===== src/rtl/tank_input_pkg.sv =====
// Shared encodings for the tank player input controller: button bit indices,
// move direction codes and fire FSM states.
package tank_input_pkg;

    localparam int unsigned NumBtn   = 5;
    localparam int unsigned BtnUp    = 0;
    localparam int unsigned BtnDown  = 1;
    localparam int unsigned BtnLeft  = 2;
    localparam int unsigned BtnRight = 3;
    localparam int unsigned BtnFire  = 4;

    typedef enum logic [1:0] {
        DirUp    = 2'b00,
        DirDown  = 2'b01,
        DirLeft  = 2'b10,
        DirRight = 2'b11
    } dir_e;

    typedef enum logic [1:0] {
        StIdle,
        StFire,
        StCool,
        StWaitRel
    } fire_st_e;

    // Returns {valid, dir}. An axis with both opposing buttons pressed is ignored.
    function automatic logic [2:0] resolve_dir(input logic [NumBtn-1:0] lvl);
        logic up, down, left, right;
        up    = lvl[BtnUp] & ~lvl[BtnDown];
        down  = lvl[BtnDown] & ~lvl[BtnUp];
        left  = lvl[BtnLeft] & ~lvl[BtnRight];
        right = lvl[BtnRight] & ~lvl[BtnLeft];
        if (up)         return {1'b1, DirUp};
        else if (down)  return {1'b1, DirDown};
        else if (left)  return {1'b1, DirLeft};
        else if (right) return {1'b1, DirRight};
        else            return 3'b000;
    endfunction

endpackage


===== src/rtl/btn_filter.sv =====
// Two-flop synchronizer followed by a consecutive-high-sample debounce filter
// for one button.
module btn_filter #(
    parameter int unsigned DebCount = 36863
) (
    input  logic clk,
    input  logic rst_n,
    input  logic raw_i,
    output logic level_o
);

    localparam int unsigned CntW = $clog2(DebCount + 1);
    localparam logic [CntW-1:0] CntMax = CntW'(DebCount);

    logic            sync1_q, sync2_q;
    logic [CntW-1:0] cnt_q, cnt_d;
    logic            level_q, level_d;

    always_comb begin
        cnt_d   = cnt_q;
        level_d = 1'b0;
        if (!sync2_q) begin
            cnt_d = '0;
        end else begin
            if (cnt_q != CntMax) begin
                cnt_d = cnt_q + 1'b1;
            end
            level_d = (cnt_q == CntMax);
        end
    end

    always_ff @(posedge clk or negedge rst_n) begin
        if (!rst_n) begin
            sync1_q <= 1'b0;
            sync2_q <= 1'b0;
            cnt_q   <= '0;
            level_q <= 1'b0;
        end else begin
            sync1_q <= raw_i;
            sync2_q <= sync1_q;
            cnt_q   <= cnt_d;
            level_q <= level_d;
        end
    end

    assign level_o = level_q;

endmodule


===== src/rtl/player_input_ctrl.sv =====
// Debounced tank controls: direction moves with hold-repeat and a valid/ready
// handshake, plus a fire FSM with cooldown. TANK_AUTOFIRE_EN enables autofire.
module player_input_ctrl
    import tank_input_pkg::*;
#(
    parameter int unsigned DEB_COUNT   = 36863,
    parameter int unsigned REPEAT_DLY  = 12500000,
    parameter int unsigned REPEAT_RATE = 5000000,
    parameter int unsigned COOLDOWN    = 25000000
) (
    input  logic       clk,
    input  logic       rst_n,
    input  logic [4:0] btn_raw_i,
    input  logic       game_active_i,
    output logic       move_valid_o,
    output logic [1:0] move_dir_o,
    input  logic       move_ready_i,
    output logic       fire_pulse_o,
    output logic [4:0] btn_level_o
);

    localparam int unsigned RepMax  = (REPEAT_DLY > REPEAT_RATE) ? REPEAT_DLY : REPEAT_RATE;
    localparam int unsigned RepW    = $clog2(RepMax + 1);
    localparam int unsigned CoolW   = $clog2(COOLDOWN + 1);
    localparam logic [RepW-1:0]  RepDly  = RepW'(REPEAT_DLY);
    localparam logic [RepW-1:0]  RepRate = RepW'(REPEAT_RATE);
    localparam logic [CoolW-1:0] CoolMax = CoolW'(COOLDOWN);

    logic [NumBtn-1:0] btn_lvl;

    for (genvar i = 0; i < NumBtn; i++) begin : g_btn
        btn_filter #(
            .DebCount(DEB_COUNT)
        ) u_btn_filter (
            .clk    (clk),
            .rst_n  (rst_n),
            .raw_i  (btn_raw_i[i]),
            .level_o(btn_lvl[i])
        );
    end

    assign btn_level_o = btn_lvl;

    logic       dir_valid;
    logic [1:0] dir_cur;
    assign {dir_valid, dir_cur} = resolve_dir(btn_lvl);

    // Repeat generation
    logic            held_q, held_d;
    logic [1:0]      held_dir_q, held_dir_d;
    logic            rate_phase_q, rate_phase_d;
    logic [RepW-1:0] rep_cnt_q, rep_cnt_d;
    logic            req, req_change;

    always_comb begin
        held_d       = held_q;
        held_dir_d   = held_dir_q;
        rate_phase_d = rate_phase_q;
        rep_cnt_d    = rep_cnt_q;
        req          = 1'b0;
        req_change   = 1'b0;
        if (!game_active_i || !dir_valid) begin
            held_d       = 1'b0;
            rate_phase_d = 1'b0;
            rep_cnt_d    = '0;
        end else if (!held_q || (held_dir_q != dir_cur)) begin
            req          = 1'b1;
            req_change   = 1'b1;
            held_d       = 1'b1;
            held_dir_d   = dir_cur;
            rate_phase_d = 1'b0;
            rep_cnt_d    = RepW'(1);
        end else if (rep_cnt_q == (rate_phase_q ? RepRate : RepDly)) begin
            req          = 1'b1;
            rate_phase_d = 1'b1;
            rep_cnt_d    = RepW'(1);
        end else begin
            rep_cnt_d = rep_cnt_q + 1'b1;
        end
    end

    // Single-entry move slot; a direction change arriving while busy is parked.
    logic       mv_valid_q, mv_valid_d;
    logic [1:0] mv_dir_q, mv_dir_d;
    logic       park_q, park_d;
    logic [1:0] park_dir_q, park_dir_d;
    logic       xfer;

    assign xfer = mv_valid_q & move_ready_i;

    always_comb begin
        mv_valid_d = mv_valid_q;
        mv_dir_d   = mv_dir_q;
        park_d     = park_q;
        park_dir_d = park_dir_q;
        if (xfer) begin
            mv_valid_d = 1'b0;
        end
        if (!mv_valid_q || xfer) begin
            if (req) begin
                mv_valid_d = 1'b1;
                mv_dir_d   = dir_cur;
                park_d     = 1'b0;
            end else if (park_q) begin
                mv_valid_d = 1'b1;
                mv_dir_d   = park_dir_q;
                park_d     = 1'b0;
            end
        end else if (req_change) begin
            park_d     = 1'b1;
            park_dir_d = dir_cur;
        end
        if (!game_active_i) begin
            mv_valid_d = 1'b0;
            mv_dir_d   = 2'b00;
            park_d     = 1'b0;
        end
    end

    // Fire FSM
    fire_st_e         fire_st_q, fire_st_d;
    logic [CoolW-1:0] cool_cnt_q, cool_cnt_d;
    logic             fire_prev_q;
    logic             fire_lvl;

    assign fire_lvl = btn_lvl[BtnFire];

    always_comb begin
        fire_st_d  = fire_st_q;
        cool_cnt_d = cool_cnt_q;
        unique case (fire_st_q)
            StIdle: begin
                if (fire_lvl && !fire_prev_q) fire_st_d = StFire;
            end
            StFire: begin
                fire_st_d  = StCool;
                cool_cnt_d = CoolW'(1);
            end
            StCool: begin
                if (cool_cnt_q == CoolMax) begin
                    if (fire_lvl) begin
`ifdef TANK_AUTOFIRE_EN
                        fire_st_d = StFire;
`else
                        fire_st_d = StWaitRel;
`endif
                    end else begin
                        fire_st_d = StIdle;
                    end
                end else begin
                    cool_cnt_d = cool_cnt_q + 1'b1;
                end
            end
            StWaitRel: begin
                if (!fire_lvl) fire_st_d = StIdle;
            end
            default: fire_st_d = StIdle;
        endcase
        if (!game_active_i) begin
            fire_st_d  = StIdle;
            cool_cnt_d = '0;
        end
    end

    always_ff @(posedge clk or negedge rst_n) begin
        if (!rst_n) begin
            held_q       <= 1'b0;
            held_dir_q   <= 2'b00;
            rate_phase_q <= 1'b0;
            rep_cnt_q    <= '0;
            mv_valid_q   <= 1'b0;
            mv_dir_q     <= 2'b00;
            park_q       <= 1'b0;
            park_dir_q   <= 2'b00;
            fire_st_q    <= StIdle;
            cool_cnt_q   <= '0;
            fire_prev_q  <= 1'b0;
        end else begin
            held_q       <= held_d;
            held_dir_q   <= held_dir_d;
            rate_phase_q <= rate_phase_d;
            rep_cnt_q    <= rep_cnt_d;
            mv_valid_q   <= mv_valid_d;
            mv_dir_q     <= mv_dir_d;
            park_q       <= park_d;
            park_dir_q   <= park_dir_d;
            fire_st_q    <= fire_st_d;
            cool_cnt_q   <= cool_cnt_d;
            fire_prev_q  <= fire_lvl;
        end
    end

    assign move_valid_o = mv_valid_q;
    assign move_dir_o   = mv_dir_q;
    assign fire_pulse_o = (fire_st_q == StFire);

endmodule


===== config.mk =====
export PLATFORM = sky130hd
export DESIGN_NAME = player_input_ctrl
export DESIGN_NICKNAME = d
export VERILOG_FILES = /design/src/rtl/tank_input_pkg.sv /design/src/rtl/btn_filter.sv /design/src/rtl/player_input_ctrl.sv
export SDC_FILE = /design/constraint.sdc
export NUM_CORES = 1
export LEC_CHECK = 0
export BUFFER_PORTS_ARGS = -buffer_cell sky130_fd_sc_hd__buf_2
export CAP_MARGIN = 20
export CORE_MARGIN = 5
export CORE_UTILIZATION = 65
export CTS_BUF_LIST = sky130_fd_sc_hd__clkbuf_4 sky130_fd_sc_hd__clkbuf_8
export CTS_CLUSTER_DIAMETER = 50
export DETAILED_ROUTE_END_ITERATION = 10
export PLACE_DENSITY = 0.82
export SETUP_SLACK_MARGIN = 0.3
export SKIP_CTS_REPAIR_TIMING = 1
export SKIP_LAST_GASP = 1
export SYNTH_ARGS = -nofsm -noshare
export SYNTH_HDL_FRONTEND = slang
export SYNTH_SLANG_ARGS = --single-unit

===== constraint.sdc =====
create_clock -name clk -period 2.48 [get_ports clk]
set_input_delay 0.496 -clock clk [delete_from_list [all_inputs] [get_ports clk]]
set_output_delay 0.496 -clock clk [all_outputs]
set_load 0.01 [all_outputs]

# After elaboration in Yosys (flattened, before gate mapping)
# Index checks and enable logic that the tools add are counted.
dict set report word_totals {
  register_bits 157
  in_bits 9
}
dict set report classes {
  addsub 7
  eq_ne 29
  n_mux 54
  n_bitwise 11
  n_reduce_logical 17
}
# cell n
set ops {}
lappend ops {{$mux 16} 10}
lappend ops {{$mux 24} 4}
lappend ops {{$add 16x1->16 const B} 5}
lappend ops {{$eq 16x16->1 const B} 5}
lappend ops {{$ne 16x16->1 const B} 5}
lappend ops {{$mux 25} 2}
lappend ops {{$pmux 25 s2} 1}
lappend ops {{$add 25x1->25 const B} 1}
lappend ops {{$eq 25x25->1 const B} 1}
lappend ops {{$add 24x1->24 const B} 1}
lappend ops {{$eq 24x24->1} 1}
lappend ops {{$mux 1} 23}
lappend ops {{$mux 2} 9}
lappend ops {{$mux 3} 4}
lappend ops {{$ne 3x3->1 const B} 4}
lappend ops {{$ne 2x2->1 const B} 5}
lappend ops {{$ne 3x1->1 const B} 3}
lappend ops {{$pmux 2 s4} 1}
lappend ops {{$reduce_and 2->1} 4}
lappend ops {{$not 1->1} 6}
lappend ops {{$and 1x1->1} 5}
lappend ops {{$logic_not 1->1} 5}
lappend ops {{$eq 2x2->1 const B} 2}
lappend ops {{$logic_or 1x1->1} 3}
lappend ops {{8 further kinds} 8}

# Depth between registers and ports, before layout
# Gate-level depths: netlist (run 1).
dict set report logic_depth {
  depth_word 13
  ltp_mapped 9
  mapped_depth_nobuf 9
}

# Modules after synthesis
# From an unflattened synthesis (run 1), not the netlist that was laid out.
dict set report hier_totals {
  hier_cells 825
  area_unflattened_um2 8262.9
}
# module instances cells_per_inst area_per_inst_um2 seq_area_each_um2
set modules_own_cells {}
lappend modules_own_cells {btn_filter 5 93 963.4 475.5}
lappend modules_own_cells {player_input_ctrl 1 360 3445.8 1551.5}

# Least setup slack after synthesis (run 1)
# OpenSTA, ideal clock, no wires.
dict set report synth_path {
  path_type {register to register}
  start {reg g_btn[2].u_btn_filter.level_q}
  end {reg park_dir_q[0]}
  setup_time_ns 0.125
  arrival_time_ns 1.880
  required_ns 2.355
  path_slack_ns 0.475
  path_stages_with_launch 8
  path_buffers 0
  period_less_slack_ns 2.005
  cell_sequence {dfrtp_1 inv_1 ha_1 or3_1 nand3_2 nor2_1 or3_4 mux2_4}
}
dict set report synth_between {
  elab_chain_len 11
  word_cells_on_any_way 14
  classes_between {eq/ne: 1; mux: 6; bitwise: 3; reduce/logical: 4}
}
# element line
set synth_lines {}
lappend synth_lines {{start: declaration} btn_filter.sv:17} ;# logic level_q, level_d;
lappend synth_lines {{start signal: assignment} btn_filter.sv:42} ;# level_q <= level_d;
lappend synth_lines {{$not 1->1} tank_input_pkg.sv:32} ;# right = lvl[BtnRight] & ~lvl[BtnLeft];
lappend synth_lines {{$and 1x1->1} tank_input_pkg.sv:32}
lappend synth_lines {{$mux 3} tank_input_pkg.sv:36} ;# else if (right) return {1'b1, DirRight};
lappend synth_lines {{$mux 3 (*)} tank_input_pkg.sv:35} ;# else if (left) return {1'b1, DirLeft};
lappend synth_lines {{$mux 3 (*)} tank_input_pkg.sv:34} ;# else if (down) return {1'b1, DirDown};
lappend synth_lines {{$mux 3 (*)} tank_input_pkg.sv:33} ;# if (up) return {1'b1, DirUp};
lappend synth_lines {{$ne 2x2->1} player_input_ctrl.sv:66} ;# end else if (!held_q || (held_dir_q != dir_cur)) begin
lappend synth_lines {{$logic_or 1x1->1} player_input_ctrl.sv:66}
lappend synth_lines {{$mux 1} player_input_ctrl.sv:66}
lappend synth_lines {{$mux 1} player_input_ctrl.sv:62} ;# if (!game_active_i || !dir_valid) begin
lappend synth_lines {{$reduce_and 2->1 (no line)} n/a}
lappend synth_lines {{end signal: assignment} player_input_ctrl.sv:186} ;# park_dir_q <= park_dir_d;
lappend synth_lines {{end: declaration} player_input_ctrl.sv:86} ;# logic [1:0] park_dir_q, park_dir_d;
# Every way passes the cells marked *; elsewhere a longest branch is shown, timed or not.
# A chain may end at the register's enable or synchronous reset.

# Final worst setup path (run 1)
dict set report layout_path {
  start {reg g_btn[2].u_btn_filter.level_q}
  end {reg mv_dir_q[1] (netlist: move_dir_o[1])}
}
dict set report layout_between {
  elab_chain_len 13
  word_cells_on_any_way 18
  classes_between {eq/ne: 2; mux: 9; bitwise: 3; reduce/logical: 4}
}
# element line
set layout_lines {}
lappend layout_lines {{$not 1->1} tank_input_pkg.sv:32}
lappend layout_lines {{$and 1x1->1} tank_input_pkg.sv:32}
lappend layout_lines {{$mux 3} tank_input_pkg.sv:36}
lappend layout_lines {{$mux 3 (*)} tank_input_pkg.sv:35}
lappend layout_lines {{$mux 3 (*)} tank_input_pkg.sv:34}
lappend layout_lines {{$mux 3 (*)} tank_input_pkg.sv:33}
lappend layout_lines {{$ne 2x2->1} player_input_ctrl.sv:66}
lappend layout_lines {{$logic_or 1x1->1} player_input_ctrl.sv:66}
lappend layout_lines {{$mux 1} player_input_ctrl.sv:66}
lappend layout_lines {{$mux 1} player_input_ctrl.sv:62}
lappend layout_lines {{$mux 2} player_input_ctrl.sv:100} ;# if (req) begin
lappend layout_lines {{$mux 2} player_input_ctrl.sv:99} ;# if (!mv_valid_q || xfer) begin
lappend layout_lines {{$mux 2} player_input_ctrl.sv:113} ;# if (!game_active_i) begin
lappend layout_lines {{end signal: assignment} player_input_ctrl.sv:184} ;# mv_dir_q <= mv_dir_d;
lappend layout_lines {{end: declaration} player_input_ctrl.sv:84} ;# logic [1:0] mv_dir_q, mv_dir_d;
# Every way passes the cells marked *; elsewhere a longest branch is shown, timed or not. The select of a mux whose other input is x is not followed.

==> results.ini, run 1 <==
[outcome]
status = finished, violations left
violations = negative hold slack

[timing]
finClkSkew_ns = 0.008123
finalCriticalPeriod_ns = 2.096
fin_setup_tns_ns = 0
hold_violations = 9
slew_headroom = 0.4945
holdWs_ns = -0.008154
rsz0062_at_grt = true
clock.fmax_mhz = 477.1
final_min_period_over_clock_period = 0.8452
slew_viol_final = 0
setup_violations = 0
worst_pin_slew_ns = 0.7391

[placed_design]
port_buffers = 17
gp_congestion = 0.9268
place_area_um2 = 8144
dpl.hpwl_um = 10760
dp.cells = 949

[synthesis]
synth_top_area_frac = 0.4955
syn-cell-area_um2 = 7929
synth_warnings = 0
syn_nets = 821
synth_area_leaders = dfrtp_1, xor2_1, nor2_1
avgSynthCellArea_um2 = 9.886
ys_async_sr_fraction = 1.000
ys_types = 75
ys_ff_latch = 157
seq_area_frac_synth = 0.4955
synth.largest_area_cell = dfrtp_1
synth_cells = 802
synth_edf_count = 0
synth_top_flop_cell = dfrtp_1

[job]
max-cap-violations = 0

[worst_setup_path]
setup.worst_path.end_class = flop
crit_required_ns = 2.86
worst-path-max-fanout = 4
cpMaxStageDelayCell = a2111oi_0
cpPeakStageDelay_ns = 0.66
cp-start-kind = flop
path_cells = inv_1 > ha_4 > o21ai_0 > nand3_2 > a2111oi_0 > o21a_1 > a311o_1
critPathKind = reg -> reg
arrival_ns = 2.48

[die]
row_count = 40
die_h_um = 120.4
die_area_um2 = 14510
coreArea_um2 = 11960
die_w_um = 120.4
ios = 18
start_util = 0.6629

[cts]
cts_root_buffer = clkbuf_8
clk_latency_ns = 0.45
cts.sinks = 157
cts_tree = done
htreeDepth = 4
numCtsBuffers = 17
clockBufferDepth = 2
path_clk_slew_ns = 0.08

[global_route]
grt_max_degree = 53
first_global_vias = 5802
antenna_found_initial = 0
grt_pass1_wl_um = 26540
grt_remaining_overflow = 0
groute.usage.overall = 0.2249

[cells_and_area]
nets = 841
post-route-util = 0.7159
mostFrequentLayoutCells = dfrtp_1, nor2_1, nand2_1
postLayoutCellArea_um2 = 8563
synthToLayoutAreaGrowth_pct = 8.001
drive_gt1_frac = 0.1032
layout_commonest_cell = dfrtp_1
fillers = 881
fin_cells = 980
antennaDiodeCount = 0

[routing]
drt-total-wl_um = 15220
ant_nets = 0
drc = 0
viasPerCell = 5.951
routedWlPerCell_um = 15.53
route.vias.total = 5832
firstDrtPassIters = 5
drtIter0Drc = 447

[pwr]
p_leak_uw = 0.003798
power.ir.vdd_worst_mv = 0.6075
powerDensity_nw_per_um2 = 535.3

[hold_path]
hp-class = in -> async

## critical path: cells and delay by family, from the launching register on
kind | cells | cell delay [ns]
AO/OA/AOI/OAI | 4 | 1.22
flip-flops | 1 | 0.37
adder cells (fa/ha/maj) | 1 | 0.22
AND/OR/NAND/NOR | 1 | 0.12
buffers and inverters | 1 | 0.09
## flip-flops by register name, indices dropped and copies added, names as in the netlist, 2 cells and up
name and cells:
move_dir_o 2, rep_cnt_q 24, held_dir_q 2, g_btn.u_btn_filter.level_o 5
g_btn.u_btn_filter.cnt_q 80, cool_cnt_q 25, park_dir_q 2, fire_st_q 2
g_btn.u_btn_filter.sync1_q 5, g_btn.u_btn_filter.sync2_q 5
## final timing paths
path                                                          from                                          to  slack [ns]  depth (start not counted)
max                        g_btn[2].u_btn_filter.level_o$_DFF_PN0_                   move_dir_o[1]$_DFFE_PN0P_        0.38                          7
min                                                          rst_n     g_btn[0].u_btn_filter.sync1_q$_DFF_PN0_      -0.008                          1
max reg2reg                g_btn[2].u_btn_filter.level_o$_DFF_PN0_                   move_dir_o[1]$_DFFE_PN0P_        0.38                          7
min reg2reg                g_btn[1].u_btn_filter.sync1_q$_DFF_PN0_     g_btn[1].u_btn_filter.sync2_q$_DFF_PN0_        0.35                          0
max in group asynchronous                                    rst_n  g_btn[4].u_btn_filter.cnt_q[1]$_DFFE_PN0N_        1.80                          2
min in group clk                                      btn_raw_i[1]     g_btn[1].u_btn_filter.sync1_q$_DFF_PN0_        0.15                          1
## through the flow
step / total power (uW) / worst slack, ns / hold WS (ns)
floorplan: 2724 / 0.4752 / 0.2004
global placement: 2803 / 0.4449 / 0.3323
detailed placement: 2815 / 0.4049 / 0.3347
CTS: 4631 / 0.3891 / -0.01512
global route: 4773 / 0.2862 / 0.01142
finish: 4584 / 0.3840 / -0.008154
## cells in the mapped netlist, drive strengths merged (2+ instances only)
master / number
and4: 16
a211oi: 5
mux2i: 6
a21boi: 3
nand3: 49
ha: 10
o31ai: 4
buf: 13
clkbuf: 11
a22o: 2
dfrtp: 157
a41oi: 3
nor4: 8
a31oi: 8
o22ai: 2
a21oi: 21
inv: 23
o211ai: 4
nand2: 60
nand2b: 2
nor2b: 2
nor2: 133
nor3: 15
nand4: 27
o21ai: 18
mux2: 3
nor4b: 8
or2: 2
and3: 26
nor3b: 6
o2111ai: 3
and2b: 2
and2: 18
xor2: 57
o31a: 2
xnor2: 46
or3: 7
## metal layers
layer	routed length, um	global-route usage
met3	511	0.05239
met4	216	0.08215
met5	0	0
met1	6891	0.2894
met2	7596	0.3737
## cells by family (layout without fill, tap and decap cells)
| group | count (synthesis) | after routing | synth area share |
|---|---|---|---|
| and+or+nand+nor | 386 | 386 | 0.2558 |
| DFF | 157 | 157 | 0.4955 |
| xor gates and xnor gates | 103 | 103 | 0.1138 |
| AOI/OAI and AO/OA | 88 | 88 | 0.07575 |
| buffers and inverters | 48 | 79 | 0.02872 |
| adders and majority gates | 11 | 11 | 0.01720 |
| muxes | 9 | 9 | 0.01326 |
## where the power goes
| part | leakage [uW] | internal (uW) | switching, uW |
|---|---|---|---|
| registers | 0.00216 | 2590 | 26.5 |
| clock network | 0.000197 | 961 | 861 |
| logic | 0.00144 | 42.1 | 108 |
| total | 0.00380 | 3590 | 995 |
## area by class of cell
cell class | instances | area [um2] | share of cell area
clock buffer | 23 | 285.3 | 0.03331
inverter | 24 | 90.09 | 0.01052
tap | 147 | 183.9 | 0.02148
clock inverter | 7 | 91.34 | 0.01067
multi-input combinational | 597 | 3807 | 0.4446
sequential | 157 | 3929 | 0.4588
timing repair buffer | 25 | 176.4 | 0.02060
Note: power is estimated with default switching activity, not from simulation.
==> run 2, diff against run 1 <==
Clock period 2.48 ns to 2.2 ns, I/O delays scaled along.
==> run 2 against run 1 <==
  * The run now ends clean
  * Clock skew grew 0.0039 ns
  * Non-clock buffer count rose by 39
  * Via count rose by 6.8%
  * Critical endpoint unchanged
  * Global-route usage increased by 0.81 points
  * Die area unchanged
  * Sequential cell count stayed put
  * Cell count increased by 4.5%
  * Sequential power increased by 13%
  * Critical path type unchanged
  * Total power rose by 21%
  * Hold slack better by 0.094 ns
==> results.ini, run 2 (synthesis gave the netlist of run 1 again) <==
[outcome]
status = complete, no violations

[worst_setup_path]
setup.worst_path.end_class = flop
crit_family = compound AO/OA/AOI/OAI gates
cpMaxStageDelayCell = dfrtp_1
cp_num_buf_inv = 0  ; -1
cpPeakStageDelay_ns = 0.46  ; -0.20 ns
r2r_start = rep_cnt_q[12]$_DFF_PN0_
ff2ff_setup_slack_ns = 0.18  ; -0.21 ns
cp-start-kind = flop
worst-path-max-fanout = 5  ; +1
path_cells = nand2_1 > nor3b_1 > o221a_1 > a211o_1 > and2_4 > a311o_1
r2r_cells = 6  ; -1
r2r-end = move_dir_o[1]$_DFFE_PN0P_
critPathKind = reg -> reg
arrival_ns = 2.36  ; -0.12 ns
crit_required_ns = 2.54  ; -0.32 ns

[die]
die_w_um = 120.4  ; unchanged
start_util = 0.6629  ; unchanged
coreArea_um2 = 11960  ; unchanged
die_h_um = 120.4  ; unchanged
row_count = 40  ; unchanged
ios = 18  ; unchanged
die_area_um2 = 14510  ; unchanged

[pwr]
power_uw = 5545  ; +21%
seqPwrFrac = 0.531  ; -0.039
power_frac_clock = 0.431  ; +0.034
share_comb_of_total_power = 0.038  ; +0.005
power.ir.vdd_worst_mv = 0.5266  ; -13%
p_int_uw = 4287  ; +19%
netSwitchingFraction = 0.2268  ; +0.009695
powerDensity_nw_per_um2 = 592.1  ; +11%
p_leak_uw = 0.004186  ; +10%
switching_power_uw = 1257  ; +26%

[cts]
clockBufferDepth = 2  ; unchanged
cts_tree = done
cts.sinks = 157  ; unchanged
path_clk_slew_ns = 0.09  ; about the same
numCtsBuffers = 17  ; unchanged
htreeDepth = 4  ; unchanged
clk_latency_ns = 0.45  ; about the same
cts_root_buffer = clkbuf_8

[hold_path]
hp-class = in -> reg
whs_path_depth = 1
min_from = btn_raw_i[0]
min_to = g_btn[0].u_btn_filter.sync1_q$_DFF_PN0_

[routing]
ant_nets = 0  ; unchanged
drc = 0  ; unchanged
drtIter0Drc = 587  ; +31%
viasPerCell = 6.083  ; +2.2%
firstDrtPassIters = 5  ; unchanged
drt-total-wl_um = 17660  ; +16%
routedWlPerCell_um = 17.24  ; +11%
route.vias.total = 6229  ; +6.8%

[cells_and_area]
fin_cells = 1024  ; +4.5%
layout_commonest_cell = dfrtp_1
antennaDiodeCount = 0  ; unchanged
synthToLayoutAreaGrowth_pct = 18.10
mostFrequentLayoutCells = dfrtp_1, nor2_1, nand2_1
largest_reg_flops = 80  ; unchanged
top_regs = g_btn.u_btn_filter.cnt_q x80, cool_cnt_q x25, rep_cnt_q x24
drive_gt1_frac = 0.2052  ; +0.1020
regMostFlops = g_btn.u_btn_filter.cnt_q
fillers = 745  ; -15%
nets = 883  ; +5.0%

[timing]
setup_violations = 0  ; unchanged
rsz0062_at_grt = true
finalCriticalPeriod_ns = 2.022  ; -0.07426 ns
worst_pin_slew_ns = 0.7372  ; -0.001955 ns
fin_setup_tns_ns = 0  ; unchanged
finClkSkew_ns = 0.01202  ; +0.003900 ns
clock.fmax_mhz = 494.6  ; +3.7%
final_min_period_over_clock_period = 0.9190  ; +0.07381
slew_viol_final = 0  ; unchanged
slew_headroom = 0.5085  ; +0.01404
hold_violations = 0  ; -9
holdWs_ns = 0.08594  ; +0.09409 ns

[placed_design]
dpl.hpwl_um = 10980  ; +2.0%
port_buffers = 17  ; unchanged
gp_congestion = 0.9051  ; -2.3%
dp.cells = 959  ; +1.1%

[global_route]
grt_max_degree = 53  ; unchanged
groute.usage.overall = 0.2330  ; +0.008081
first_global_vias = 6021  ; +3.8%
antenna_found_initial = 0  ; unchanged
grt_remaining_overflow = 0  ; unchanged
grt_pass1_wl_um = 27520  ; +3.7%

[job]
max-cap-violations = 0  ; unchanged

-- run 2: power groups by stage --
stage / clock, uW / combinational (uW) / sequential (uW)
2_1_floorplan: 0 / 76.7 / 2990
3_3_place_gp: 0 / 168 / 3000
3_5_place_dp: 0 / 178 / 3000
4_1_cts: 2430 / 182 / 2940
5_1_grt: 2590 / 239 / 2950
6_report: 2390 / 210 / 2940
-- run 2: area by class of cell --
class | instances | area, um2 | share of cell area
clock buffers | 19 | 261.5 | 0.02793
clock inverters | 13 | 186.4 | 0.01991
inverters | 24 | 90.09 | 0.009621
multi-input cells | 600 | 4202 | 0.4487
flip-flops and latches | 157 | 3936 | 0.4204
well taps | 147 | 183.9 | 0.01964
repair buffers | 64 | 504.2 | 0.05385
-- run 2: per-layer routing --
layer / track usage / vias up / wire (um) / share of wire
met5: 0 / - / 0 / 0
met2: 0.3926 / 160 / 9174 / 0.52
met3: 0.05659 / 41 / 626 / 0.035
met4: 0.08286 / 0 / 361 / 0.020
li1: - / 2926 / - / -
met1: 0.2946 / 3102 / 7496 / 0.42
-- run 2: worst max-delay path by stage --
stage                                            start                        end  slack (ns)  cells after the start
4_1_cts        g_btn[3].u_btn_filter.level_o$_DFF_PN0_  move_dir_o[0]$_DFFE_PN0P_        0.15                      6
2_1_floorplan  g_btn[3].u_btn_filter.level_o$_DFF_PN0_  park_dir_q[0]$_DFFE_PN0P_        0.27                      6
3_5_place_dp   g_btn[3].u_btn_filter.level_o$_DFF_PN0_  park_dir_q[1]$_DFFE_PN0P_        0.19                      6
5_1_grt                        rep_cnt_q[12]$_DFF_PN0_  move_dir_o[0]$_DFFE_PN0P_        0.09                      6
3_3_place_gp   g_btn[3].u_btn_filter.level_o$_DFF_PN0_  park_dir_q[1]$_DFFE_PN0P_        0.25                      6
6_report                       rep_cnt_q[12]$_DFF_PN0_  move_dir_o[1]$_DFFE_PN0P_        0.18                      6
-- run 2: worst reg2reg max path: cells and delay by family (launching register included) --
kind / cells / cell delay (ns)
compound gates: 3 / 0.90
flops: 1 / 0.46
simple gates: 3 / 0.55
-- run 2: through the flow --
| stage | worst slack, ns | area [um2] | utilization |
|---|---|---|---|
| after floorplan | 0.2708 | 7939 | - |
| after global placement | 0.2450 | 8229 | 0.6880 |
| after detailed placement | 0.1886 | 8229 | 0.6880 |
| after CTS | 0.1545 | 8677 | 0.7254 |
| after global routing | 0.08943 | 9364 | 0.7828 |
| final | 0.1783 | 9364 | 0.7828 |
==> run 3, diff against run 2 <==
Settings changed: ABC_AREA set to 1.
==> run 3 against run 2 <==
  * Die area up 7.3%
  * Highest routed layer unchanged
  * Global-route usage increased by 1.4 points
  * Hold slack worse by 0.0041 ns
  * Critical endpoint is now rep_cnt_q[4]$_DFF_PN0_
==> results.ini, run 3 <==
[outcome]
status = complete, no violations

[synthesis]
synth_commonest_cells = nand2_1, dfrtp_1, inv_1
synth_edf_count = 0  ; unchanged
seq_area_frac_synth = 0.4588  ; -0.03671
synth_warnings = 0  ; unchanged
synth_top_flop_cell = dfrtp_1
synth_top_area_frac = 0.4588  ; -0.03671
synth_cells = 1082  ; +35%
ys_ff_latch = 157  ; unchanged
ys_types = 49  ; -35%
ys_async_sr_fraction = 1.000  ; unchanged
syn-cell-area_um2 = 8563  ; +8.0%
syn_nets = 1101  ; +34%
synth.largest_area_cell = dfrtp_1
avgSynthCellArea_um2 = 7.914  ; -20%
synth.most_common_cell = nand2_1
synth_area_leaders = dfrtp_1, nand2_1, inv_1

[pwr]
p_int_uw = 4267  ; -0.47%
share_comb_of_total_power = 0.080  ; +0.042
power_uw = 5750  ; +3.7%
p_leak_uw = 0.004142  ; -1.1%
seqPwrFrac = 0.521  ; -0.010
powerDensity_nw_per_um2 = 601.9  ; +1.6%
power_frac_clock = 0.399  ; -0.032
switching_power_uw = 1483  ; +18%
power.ir.vdd_worst_mv = 0.5178  ; -1.7%
netSwitchingFraction = 0.2580  ; +0.03119

[cells_and_area]
fillers = 1002  ; +34%
mostFrequentLayoutCells = nand2_1, dfrtp_1, inv_1
regMostFlops = g_btn.u_btn_filter.cnt_q
layout_commonest_cell = nand2_1
antennaDiodeCount = 0  ; unchanged
top_regs = g_btn.u_btn_filter.cnt_q x80, cool_cnt_q x25, rep_cnt_q x24
largest_reg_flops = 80  ; unchanged
nets = 1140  ; +29%
synthToLayoutAreaGrowth_pct = 11.57
seqCellArea_um2 = 3933  ; about the same
drive_gt1_frac = 0.1253  ; -0.07991
multi_input_area_um2 = 4110  ; -2.2%

[worst_setup_path]
setup.worst_path.end_class = flop
arrival_ns = 2.19  ; -0.17 ns
cpMaxStageDelayCell = dfrtp_1
crit_required_ns = 2.58  ; +0.04 ns
crit_family = simple AND/OR/NAND/NOR gates
worst-path-max-fanout = 10  ; +5
critPathKind = reg -> reg
cpPeakStageDelay_ns = 0.35  ; -0.11 ns
cp_num_buf_inv = 3  ; +3
cp_num_cells = 10  ; +4
path_cells = inv_1 > ha_1 > inv_1 > nand3_2 > nand2_1 > nand3_2 > nor2_4 > nand3_4 > buf_4 > nor2_1
cp-start-kind = flop
r2r_cells = 10  ; +4

[die]
ios = 18  ; unchanged
coreArea_um2 = 13090  ; +9.4%
row_count = 42  ; +5.0%
die_area_um2 = 15570  ; +7.3%
die_h_um = 124.8  ; +3.6%
start_util = 0.6544  ; -0.008439
die_w_um = 124.8  ; +3.6%

[timing]
fin_setup_tns_ns = 0  ; unchanged
rsz0062_at_grt = true
clock.fmax_mhz = 553.7  ; +12%
final_min_period_over_clock_period = 0.8209  ; -0.09810
hold_violations = 0  ; unchanged
setup_violations = 0  ; unchanged
worst_pin_slew_ns = 0.5172  ; -0.2199 ns
finClkSkew_ns = 0.01450  ; +0.002473 ns
finalCriticalPeriod_ns = 1.806  ; -0.2158 ns
slew_viol_final = 0  ; unchanged
slew_headroom = 0.6552  ; +0.1466

[routing]
drt-total-wl_um = 19030  ; +7.8%
ant_nets = 0  ; unchanged
drc = 0  ; unchanged
route.vias.total = 7419  ; +19%
routedWlPerCell_um = 14.54  ; -16%
viasPerCell = 5.668  ; -6.8%
drtIter0Drc = 624  ; +6.3%
firstDrtPassIters = 5  ; unchanged

[hold_path]
hp-class = in -> reg
whs_path_depth = 1  ; unchanged

[job]
max-cap-violations = 0  ; unchanged

[global_route]
groute.usage.overall = 0.2466  ; +0.01360
antenna_found_initial = 0  ; unchanged
first_global_vias = 6980  ; +16%
grt_max_degree = 57  ; +7.5%
grt_remaining_overflow = 0  ; unchanged
grt_pass1_wl_um = 32320  ; +17%

[placed_design]
port_buffers = 17  ; unchanged
gp_congestion = 0.9628  ; +6.4%
dpl.hpwl_um = 13130  ; +20%

[cts]
clk_latency_ns = 0.46  ; about the same
cts.sinks = 157  ; unchanged
cts_tree = done
path_clk_slew_ns = 0.09  ; about the same
htreeDepth = 4  ; unchanged
cts_root_buffer = clkbuf_8
numCtsBuffers = 17  ; unchanged
clockBufferDepth = 2  ; unchanged

## run 3: cell count changes after synthesis, moves of 12 or more
cell / previous run / this run
o21ai_0: 17 / 63
nand2_1: 59 / 194
a21oi_1: 20 / 46
nand4_1: 26 / 39
nor3_1: 14 / 47
and4_1: 15 / 0
and2_1: 17 / 0
xnor2_1: 46 / 11
xor2_1: 57 / 31
nand3_1: 47 / 80
inv_1: 23 / 143
and3_1: 26 / 2
o21ai_1: 1 / 13
## run 3: metal layers
| metal | wire (um) | up-vias | track usage |
|---|---|---|---|
| li1 | - | 3648 | - |
| met1 | 8464 | 3555 | 0.3381 |
| met2 | 9440 | 183 | 0.4004 |
| met3 | 809 | 33 | 0.04760 |
| met4 | 316 | 0 | 0.07415 |
| met5 | 0 | - | 0 |
## run 3: final timing paths
kind | startpoint | to | slack (ns)
worst max-delay path | g_btn[2].u_btn_filter.level_o$_DFF_PN0_ | rep_cnt_q[4]$_DFF_PN0_ | 0.39
worst min-delay path | btn_raw_i[4] | g_btn[4].u_btn_filter.sync1_q$_DFF_PN0_ | 0.08
worst max register to register | g_btn[2].u_btn_filter.level_o$_DFF_PN0_ | rep_cnt_q[4]$_DFF_PN0_ | 0.39
worst min register to register | g_btn[4].u_btn_filter.sync1_q$_DFF_PN0_ | g_btn[4].u_btn_filter.sync2_q$_DFF_PN0_ | 0.35
max in group asynchronous | rst_n | cool_cnt_q[2]$_DFFE_PN0P_ | 1.05
min in group asynchronous | rst_n | g_btn[3].u_btn_filter.cnt_q[15]$_DFFE_PN0N_ | 0.51
## run 3: metrics by stage
step	area, um2	util	hold slack [ns]	cells	setup slack [ns]
floorplan	8563	-	0.1444	1082	0.5939
global placement	8836	0.6753	0.3318	1263	0.3758
detailed placement	8836	0.6753	0.3365	1263	0.2930
CTS	9256	0.7074	-0.06558	1294	0.2747
global route	9554	0.7302	0.05833	1309	0.2410
finish	9554	0.7302	0.08182	1309	0.3941
## run 3: logic make-up (layout without fill, tap and decap cells)
| group | count (synthesis) | after routing | share of synthesized area |
|---|---|---|---|
| flops | 157 | 157 | 0.4588 |
| simple gates | 547 | 548 | 0.3029 |
| buf+inv | 171 | 221 | 0.08109 |
| fa+ha+maj | 10 | 10 | 0.01461 |
| xor+xnor | 42 | 42 | 0.04296 |
| mux | 1 | 1 | 0.001315 |
| compound gates | 154 | 154 | 0.09834 |
## run 3: power groups by stage
stage | Clock (uW) | Combinational (uW) | Sequential (uW)
CTS | 2340 | 380 | 2990
finish | 2290 | 459 | 3000
floorplan | 0 | 256 | 3030
detailed placement | 0 | 378 | 3050
global route | 2470 | 514 | 3010
global placement | 0 | 371 | 3040
## run 3: area by class of cell
cell class	count	share of cell area
multi-input cells	755	0.4302
flip-flops and latches	157	0.4116
inverters	151	0.06103
repair buffers	38	0.02894
clock buffers	20	0.02750
well taps	176	0.02305
clock inverters	11	0.01650
repair inverters	1	0.001179
